File: config.mk
export PLATFORM = sky130hd
export DESIGN_NAME = spi_host_ctrl
export DESIGN_NICKNAME = d
export VERILOG_FILES = /design/src/rtl/spi_host_ctrl.sv
export SDC_FILE = /design/constraint.sdc
export NUM_CORES = 1
export LEC_CHECK = 0
export CORE_MARGIN = 2
export CORE_UTILIZATION = 35
export CTS_CLUSTER_DIAMETER = 200
export DETAILED_ROUTE_END_ITERATION = 10
export GPL_TIMING_DRIVEN = 0
export PLACE_DENSITY = 0.51
export SLEW_MARGIN = 20
export SYNTH_ARGS = -nofsm -noshare
export SYNTH_HDL_FRONTEND = slang
export SYNTH_SLANG_ARGS = --single-unit
File: constraint.sdc
create_clock -name clk -period 2.64 [get_ports clk]
set_input_delay 0.528 -clock clk [delete_from_list [all_inputs] [get_ports clk]]
set_output_delay 0.528 -clock clk [all_outputs]
set_load 0.01 [all_outputs]
File: src/rtl/spi_host_ctrl.sv
`default_nettype none
// ============================================================================
// Module   : spi_host_ctrl
// Purpose  : SPI mode-0 initiator for the digitizer command/data port. A
//            one-cycle start sends an 8-bit command frame ({4'b0, cmd}), waits
//            GAP_CYC cycles with SCLK low, then runs a DATA_W-bit data phase
//            (write: shift wr_data out; read: shift MISO in), MSB first.
// Ports    : clk, rst_n       - clock, synchronous active-low reset
//            start, cmd,      - request strobe (taken only when idle), opcode
//            wr_data            and write payload captured on accept
//            busy, done, err  - frame in progress, end-of-frame pulse, bad-
//                               opcode pulse (coincident with done)
//            rd_data          - last read result, updated at done of a read
//            spi_sclk/cs_n/mosi/miso - SPI pins
// Revision : 1.0  initial release
// ============================================================================
module spi_host_ctrl #(
   parameter int         CLK_DIV = 4,
   parameter int         DATA_W  = 16,
   parameter int         GAP_CYC = 4,
   parameter int         CS_HIGH = 4,
   parameter logic [3:0] RD_CMD  = 4'h1,
   parameter logic [3:0] WR_CMD  = 4'h2
) (
   input  logic              clk,
   input  logic              rst_n,
   input  logic              start,
   input  logic [3:0]        cmd,
   input  logic [DATA_W-1:0] wr_data,
   output logic              busy,
   output logic              done,
   output logic              err,
   output logic [DATA_W-1:0] rd_data,
   output logic              spi_sclk,
   output logic              spi_cs_n,
   output logic              spi_mosi,
   input  logic              spi_miso
);

   typedef enum logic [2:0] {
      S_IDLE    = 3'd0,
      S_CMD     = 3'd1,
      S_GAP     = 3'd2,
      S_DATA    = 3'd3,
      S_FINISH  = 3'd4,
      S_RECOVER = 3'd5
   } state_e;

   localparam logic [7:0] c_div_last  = 8'(CLK_DIV - 1);
   localparam logic [7:0] c_gap_last  = 8'(GAP_CYC - 1);
   localparam logic [7:0] c_csh_last  = 8'(CS_HIGH - 1);
   localparam logic [5:0] c_cmd_last  = 6'd7;
   localparam logic [5:0] c_data_last = 6'(DATA_W - 1);

   state_e              state_q, state_d;
   logic [7:0]          div_q, div_d;      // cycles within an SCLK half-period
   logic [5:0]          bit_q, bit_d;      // bit index within CMD or DATA
   logic [7:0]          cnt_q, cnt_d;      // GAP / FINISH / RECOVER length
   logic                sclk_q, sclk_d;
   logic                cs_n_q, cs_n_d;
   logic                mosi_q, mosi_d;
   logic                done_q, done_d;
   logic                err_q, err_d;
   logic                err_flag_q, err_flag_d;
   logic [3:0]          cmd_q, cmd_d;
   logic [DATA_W-1:0]   wdata_q, wdata_d;
   logic [DATA_W-1:0]   tx_q, tx_d;
   logic [DATA_W-1:0]   rx_q, rx_d;
   logic [DATA_W-1:0]   rd_data_q, rd_data_d;

   logic                w_half_end;
   logic                w_is_rd;
   logic                w_valid;
   logic [5:0]          w_bit_last;

   assign w_half_end = (div_q == c_div_last);
   assign w_is_rd    = (cmd_q == RD_CMD);
   assign w_valid    = w_is_rd || (cmd_q == WR_CMD);
   assign w_bit_last = (state_q == S_CMD) ? c_cmd_last : c_data_last;

   always_comb begin
      state_d    = state_q;
      div_d      = div_q;
      bit_d      = bit_q;
      cnt_d      = cnt_q;
      sclk_d     = sclk_q;
      cs_n_d     = cs_n_q;
      mosi_d     = mosi_q;
      done_d     = 1'b0;
      err_d      = 1'b0;
      err_flag_d = err_flag_q;
      cmd_d      = cmd_q;
      wdata_d    = wdata_q;
      tx_d       = tx_q;
      rx_d       = rx_q;
      rd_data_d  = rd_data_q;

      case (state_q)
         S_IDLE: begin
            if (start) begin
               state_d    = S_CMD;
               cmd_d      = cmd;
               wdata_d    = wr_data;
               cs_n_d     = 1'b0;
               sclk_d     = 1'b0;
               div_d      = 8'd0;
               bit_d      = 6'd0;
               err_flag_d = 1'b0;
               // Command byte is left-aligned in the shifter; its MSB is
               // always 0 because the upper nibble of the frame is zero.
               tx_d       = DATA_W'({4'b0000, cmd}) << (DATA_W - 8);
               mosi_d     = 1'b0;
            end
         end

         S_CMD, S_DATA: begin
            if (w_half_end) begin
               div_d = 8'd0;
               if (!sclk_q) begin
                  sclk_d = 1'b1;
                  if (state_q == S_DATA) begin
                     rx_d = {rx_q[DATA_W-2:0], spi_miso};
                  end
               end else begin
                  sclk_d = 1'b0;
                  if (bit_q == w_bit_last) begin
                     bit_d  = 6'd0;
                     mosi_d = 1'b0;
                     cnt_d  = 8'd0;
                     if (state_q == S_CMD && w_valid) begin
                        state_d = S_GAP;
                     end else begin
                        // Bad opcode skips the data phase entirely.
                        if (state_q == S_CMD) begin
                           err_flag_d = 1'b1;
                        end
                        state_d = S_FINISH;
                     end
                  end else begin
                     bit_d  = bit_q + 6'd1;
                     tx_d   = tx_q << 1;
                     mosi_d = tx_q[DATA_W-2];
                  end
               end
            end else begin
               div_d = div_q + 8'd1;
            end
         end

         S_GAP: begin
            if (cnt_q == c_gap_last) begin
               state_d = S_DATA;
               div_d   = 8'd0;
               bit_d   = 6'd0;
               rx_d    = '0;
               tx_d    = w_is_rd ? '0 : wdata_q;
               mosi_d  = w_is_rd ? 1'b0 : wdata_q[DATA_W-1];
            end else begin
               cnt_d = cnt_q + 8'd1;
            end
         end

         S_FINISH: begin
            if (cnt_q == c_div_last) begin
               state_d = S_RECOVER;
               cs_n_d  = 1'b1;
               done_d  = 1'b1;
               err_d   = err_flag_q;
               cnt_d   = 8'd0;
               if (w_is_rd) begin
                  rd_data_d = rx_q;
               end
            end else begin
               cnt_d = cnt_q + 8'd1;
            end
         end

         S_RECOVER: begin
            // The done cycle is the first of the CS_HIGH recovery cycles.
            if (cnt_q == c_csh_last) begin
               state_d = S_IDLE;
            end else begin
               cnt_d = cnt_q + 8'd1;
            end
         end

         default: begin
            state_d = S_IDLE;
         end
      endcase
   end

   always_ff @(posedge clk) begin
      if (!rst_n) begin
         state_q    <= S_IDLE;
         div_q      <= 8'd0;
         bit_q      <= 6'd0;
         cnt_q      <= 8'd0;
         sclk_q     <= 1'b0;
         cs_n_q     <= 1'b1;
         mosi_q     <= 1'b0;
         done_q     <= 1'b0;
         err_q      <= 1'b0;
         err_flag_q <= 1'b0;
         cmd_q      <= 4'd0;
         wdata_q    <= '0;
         tx_q       <= '0;
         rx_q       <= '0;
         rd_data_q  <= '0;
      end else begin
         state_q    <= state_d;
         div_q      <= div_d;
         bit_q      <= bit_d;
         cnt_q      <= cnt_d;
         sclk_q     <= sclk_d;
         cs_n_q     <= cs_n_d;
         mosi_q     <= mosi_d;
         done_q     <= done_d;
         err_q      <= err_d;
         err_flag_q <= err_flag_d;
         cmd_q      <= cmd_d;
         wdata_q    <= wdata_d;
         tx_q       <= tx_d;
         rx_q       <= rx_d;
         rd_data_q  <= rd_data_d;
      end
   end

   assign busy     = (state_q != S_IDLE);
   assign done     = done_q;
   assign err      = err_q;
   assign rd_data  = rd_data_q;
   assign spi_sclk = sclk_q;
   assign spi_cs_n = cs_n_q;
   assign spi_mosi = mosi_q;

endmodule
`default_nettype wire

==> results.yml, run 1 <==
placed_design:
  port_buffers: 44
  dp_slack_ns: 0.0921
  dp_hpwl_mm: 7.71
  gp_congestion: 0.800
die:
  core_um2: 12000
  rows: 40
  fp.dieArea_um2: 13100
  initial_utilization_pct: 35.7
  die_w_um: 115
  die_y_um: 115
  ioPinCount: 46
worst_setup_path:
  start_kind: "flip-flop"
  r2r_slack_ns: 0.22
  crit_arrival_ns: 1.92
  r2r_end: "rd_data[12]"
  regToRegStartpoint: "cnt_q[0]"
  required_ns: 2.11
  crit_type: "flip-flop to primary output"
  rr_worst_depth: 7
  crit_fanout: 10
  cp-end-kind: "primary output"
sta:
  worst_pin_slew_ns: 0.697
  slew_headroom_pct: 53.4
  layout_min_cycle_time_ns: 2.45
  slew_violations: 0
  fin_crit_sh_pct: 92.9
  fmax_mhz: 408
  hold_viol_final: 0
  skew_ns: 0.00709
  setup_viol: 0
  rsz0062_at_grt: "no"
  fin_tns_setup_ns: 0
  finalWorstSetupSlack_ns: 0.188
route:
  drt_wl_total_mm: 11.0
  wl_per_cell_um: 15.5
  drt_iter0_markers: 275
  wl_met1_mm: 5.39
  drc: 0
  dr_wl_met3_um: 390
  vias_per_cell: 5.44
  num_vias: 3841
  routed.top_layer: "met4"
  routed-wl-met2_mm: 5.06
  final_antenna_net_count: 0
  first_pass_iters: 5
global_routing:
  grt_max_degree: 15
  grt_usage_pct: 17.5
  first_global_vias: 3668
  antenna_found_initial: 0
  grt_first_pass_wirelength_mm: 18.3
  grt_overflow: 0
clock_network:
  cts_buffer_depth: 2
  clk_pin_slew_ns: 0.07
  hold_buffers: 0
  clk_latency_ns: 0.34
  cts_made_buffers: 9
  root_buffer: "clkbuf_16"
  clock_sinks: 98
  cts.htree.levels: 3
  cts_tree: "yes"
status:
  outcome: "finished, final reports clean"
synth:
  ys.warnings.count: 0
  postSynth.asyncResetShare_pct: 0
  yosysTopAreaCellShare_pct: 45.9
  synth_common_cells: "dfxtp_1, nand2_1, a21oi_1, nor2_1, nand3_1"
  yosysMostFrequentCell: "dfxtp_1"
  ys_types: 63
  synth_edf_count: 0
  synth_top_cell_by_area: "dfxtp_1"
  synthFlopType: "dfxtp_1"
  syn_area_per_cell_um2: 8.50
  synth.net_count: 530
  ys_ff_latch: 98
  synth_area_leaders: "dfxtp_1, nand2_1, a21oi_1"
  netlist_instances: 503
  ys_seq_area_share_pct: 45.9
  syn-cell-area_um2: 4270
cells_and_area:
  fillers: 1201
  layout-drive-gt1-share_pct: 5.72
  nNetsFinal: 585
  num_antenna_cells: 0
  area_growth_pct: 20.4
power_and_ir_drop:
  ir_drop_uv: 373
  p_leak_nw: 1.78
  power_density_nw_per_um2: 882
hold_path:
  hold_class: "flip-flop to flip-flop"
  hold_end: "wdata_q[1]"
  hold_start: "wdata_q[1]"
  hold_depth: 2
job:
  max_cap_viol_count: 0
[repair_timing]
action                     in CTS  in global routing
resized for setup               0                  2
buffers inserted                0                  0
setup endpoints to repair       0                  1
[worst max path at each step]
stage               depth (start not counted)  startpoint          end  slack (ns)
finish                                      4  state_q[2]         busy        0.19
global route                                7    cnt_q[0]  rd_data[12]        0.06
CTS                                         4  state_q[2]         busy        0.09
detailed placement                          6       rst_n  rd_data[12]        0.09
global placement                            6       rst_n   rd_data[9]        0.12
floorplan                                   8    div_q[0]     tx_q[12]        0.66
[metal layers]
layer	vias up	track usage (%)
met2	88	28.0
met1	1821	24.2
met4	0	4.96
met3	16	3.07
met5	-	0
li1	1916	-
[sequential cells by signal (all words and copies together) (netlist names)]
name / count
tx_q: 15
cnt_q: 8
state_q: 3
div_q: 8
bit_q: 6
spi_sclk: 1
cmd_q: 4
rx_q: 16
rd_data: 16
done: 1
spi_mosi: 1
spi_cs_n: 1
wdata_q: 16
err: 1
err_flag_q: 1
[kinds of logic after synthesis]
kind of cell / count (synthesis) / synth area share (%)
and+or+nand+nor: 197 / 22.0
AOI/OAI and AO/OA: 132 / 19.5
DFF: 98 / 45.9
buffers and inverters: 42 / 4.74
muxes: 22 / 5.15
xor gates and xnor gates: 9 / 1.84
adders and majority gates: 3 / 0.878
[critical path: stages (launching register included)]
cell             delay [ns]
dfxtp_1                0.37
clkbuf_2               0.23
nor3_1                 0.43
inv_1                  0.08
clkdlybuf4s50_1        0.48
[area by class of cell]
| class | instances | area [um2] | share of cell area, % |
|---|---|---|---|
| clock inverters | 3 | 21.3 | 0.413 |
| inverters | 9 | 33.8 | 0.656 |
| flip-flops and latches | 98 | 1960 | 38.1 |
| plain buffers | 33 | 170 | 3.31 |
| clock buffers | 9 | 225 | 4.38 |
| well taps | 147 | 184 | 3.57 |
| multi-input cells | 363 | 2110 | 41.0 |
| repair buffers | 44 | 440 | 8.56 |
[layout by cell type (no fill, tap or decap), types with 3 or more instances in the layout]
| master | Yosys | final |
|---|---|---|
| mux2i_1 | 22 | 22 |
| o2111ai_1 | 3 | 3 |
| inv_1 | 8 | 8 |
| nor4_1 | 3 | 3 |
| a31oi_1 | 8 | 8 |
| nand2_1 | 87 | 87 |
| dfxtp_1 | 98 | 98 |
| a21o_1 | 7 | 7 |
| ha_1 | 3 | 3 |
| buf_2 | 7 | 7 |
| nand3_1 | 31 | 31 |
| clkbuf_16 | 0 | 9 |
| clkbuf_1 | 20 | 19 |
| nor2_1 | 36 | 36 |
| xnor2_1 | 8 | 8 |
| a22oi_1 | 15 | 15 |
| a211oi_1 | 3 | 3 |
| a21oi_1 | 44 | 44 |
| nor3_1 | 7 | 7 |
| or3_1 | 4 | 4 |
| a311oi_1 | 11 | 11 |
| and3_1 | 5 | 5 |
| clkdlybuf4s50_1 | 0 | 44 |
| o21ai_0 | 26 | 26 |
[where the power goes]
group | leakage, nW | switching (mW) | total [mW] | internal, mW
sequential | 0.796 | 0.143 | 1.84 | 1.70
clock | 0.119 | 0.534 | 1.15 | 0.617
combinational | 0.868 | 0.952 | 1.55 | 0.595
[through the flow]
step | cells | cell area, um2 | utilization (%) | total power, mW | hold WS (ns)
after global routing | 706 | 5150 | 43.0 | 4.83 | 0.486
after detailed placement | 694 | 4900 | 41.0 | 3.41 | 0.451
after CTS | 706 | 5140 | 43.0 | 4.57 | 0.460
after global placement | 694 | 4900 | 41.0 | 3.40 | 0.445
after floorplan | 503 | 4270 | - | 2.95 | 0.431
final | 706 | 5150 | 43.0 | 4.54 | 0.458
Note: power is estimated with default switching activity, not from simulation.
==> inputs of run 2 (changes only) <==
CTS_BUF_LIST = sky130_fd_sc_hd__clkbuf_2   (was unset)
clock period = 2.55 ns   (was 2.64 ns; I/O delays follow)
==> results.yml, run 2 (synthesis results as in run 1) <==
status:
  outcome: "finished, final reports clean"
sta:
  worst_pin_slew_ns: 0.712
  finalWorstSetupSlack_ns: 0.131
  slew_headroom_pct: 52.4
  hold_viol_final: 0
  slew_violations: 0
  fin_tns_setup_ns: 0
  fin_crit_sh_pct: 94.9
  rsz0062_at_grt: "no"
  layout_min_cycle_time_ns: 2.42
  fmax_mhz: 413
  skew_ns: 0.0281
  setup_viol: 0
die:
  die_y_um: 115
  initial_utilization_pct: 35.7
  die_w_um: 115
  rows: 40
  core_um2: 12000
  ioPinCount: 46
  fp.dieArea_um2: 13100
cells_and_area:
  layout_common_cells: "dfxtp_1, nand2_1, a21oi_1, clkdlybuf4s50_1, nor2_1"
  final_area_um2: 5000
  final_common_cell: "dfxtp_1"
  area_growth_pct: 17.1
  layout-drive-gt1-share_pct: 6.42
  num_antenna_cells: 0
  nNetsFinal: 587
  fin_util_pct: 41.8
power_and_ir_drop:
  power_switching_share_pct: 39.5
  p_leak_nw: 1.72
  p_int_mw: 2.51
  p_clk_share_pct: 14.5
  power_mw: 4.15
  power_switching_mw: 1.64
  power_density_nw_per_um2: 829
  combPwrFrac_pct: 39.5
  ir_drop_uv: 298
  p_seq_share_pct: 46.0
route:
  first_pass_iters: 4
  wl_per_cell_um: 15.5
  vias_per_cell: 5.38
  drt_iter0_markers: 311
  drc: 0
  num_vias: 3811
  final_antenna_net_count: 0
  drt_wl_total_mm: 11.0
worst_setup_path:
  cp_top_family: "buffers and inverters"
  path_buf_inv: 3
  slowest_stage: "clkdlybuf4s50_1"
  cp-end-kind: "primary output"
  path_cells: "clkbuf_4 -> nor3_4 -> inv_1 -> clkdlybuf4s50_1"
  required_ns: 2.04
  crit_arrival_ns: 1.91
  start_kind: "flip-flop"
  crit_type: "flip-flop to primary output"
  max_stage_delay_ns: 0.47
  crit_fanout: 10
placed_design:
  gp_congestion: 0.800
  dp_hpwl_mm: 7.71
  placed_area_um2: 4900
  port_buffers: 44
  dp_slack_ns: 0.0201
clock_network:
  clk_latency_ns: 0.58
  cts.htree.levels: 3
  clk_pin_slew_ns: 0.25
  cts_buffer_depth: 2
  root_buffer: "clkbuf_2"
  cts_tree: "yes"
  hold_buffers: 0
  clock_sinks: 98
  cts_made_buffers: 9
global_routing:
  grt_first_pass_wirelength_mm: 18.4
  first_global_vias: 3701
  grt_max_degree: 15
  antenna_found_initial: 0
  met2_usage_pct: 28.2
  grtUsageMet3_pct: 3.07
  grt_overflow: 0
  use_met1_pct: 24.0
  busiest_layer: "met2"
  grt_usage_pct: 17.5
job:
  max_cap_viol_count: 0
hold_path:
  hold_class: "input port to flip-flop"
-- run 2: timing repair --
| action | 4_1_cts | 5_1_grt |
|---|---|---|
| gates cloned | 0 | 0 |
| buffers inserted | 0 | 2 |
| resized for setup | 5 | 2 |
| setup endpoints to repair | 1 | 12 |
| pin swaps | 0 | 2 |
-- run 2: worst paths after layout --
path | startpoint | end | slack, ns | cells after the start
setup reg to reg | state_q[0] | tx_q[12] | 0.19 | 6
hold reg to reg | tx_q[10] | tx_q[10] | 0.47 | 2
setup / recovery | state_q[2] | busy | 0.13 | 4
hold / removal | rst_n | tx_q[0] | 0.43 | 3
-- run 2: worst register-to-register path, cell delays in order, from the launching register on --
cell,delay [ns]
dfxtp_1,0.40
buf_2,0.24
nor2b_1,0.39
buf_2,0.32
clkbuf_1,0.48
a22oi_1,0.19
a311oi_1,0.30
-- run 2: per-layer routing --
layer | vias up | wire length (um)
li1 | 1911 | -
met1 | 1800 | 5280
met2 | 88 | 5060
met3 | 12 | 466
met4 | 0 | 165
met5 | - | 0
-- run 2: power by group through the flow --
stage	registers, mW	clock network [mW]	logic (mW)
after floorplan	1.90	0	1.15
after global placement	1.93	0	1.59
final	1.91	0.600	1.64
after detailed placement	1.94	0	1.60
after CTS	1.91	0.631	1.62
after global routing	1.94	0.676	1.83
-- run 2: stage by stage --
stage          std cells  hold WS (ns)
2_1_floorplan        503         0.431
3_3_place_gp         694         0.445
3_5_place_dp         694         0.451
4_1_cts              706         0.410
5_1_grt              708         0.433
6_report             708         0.431
-- run 2: cell type report --
class                   instances  area, um2
multi-input cells             363       2130
clock inverters                 3       21.3
well taps                     147        184
plain buffers                  33        173
clock buffers                   9       45.0
repair buffers                 46        455
fillers                      1227       6960
inverters                       9       33.8
flip-flops and latches         98       1970
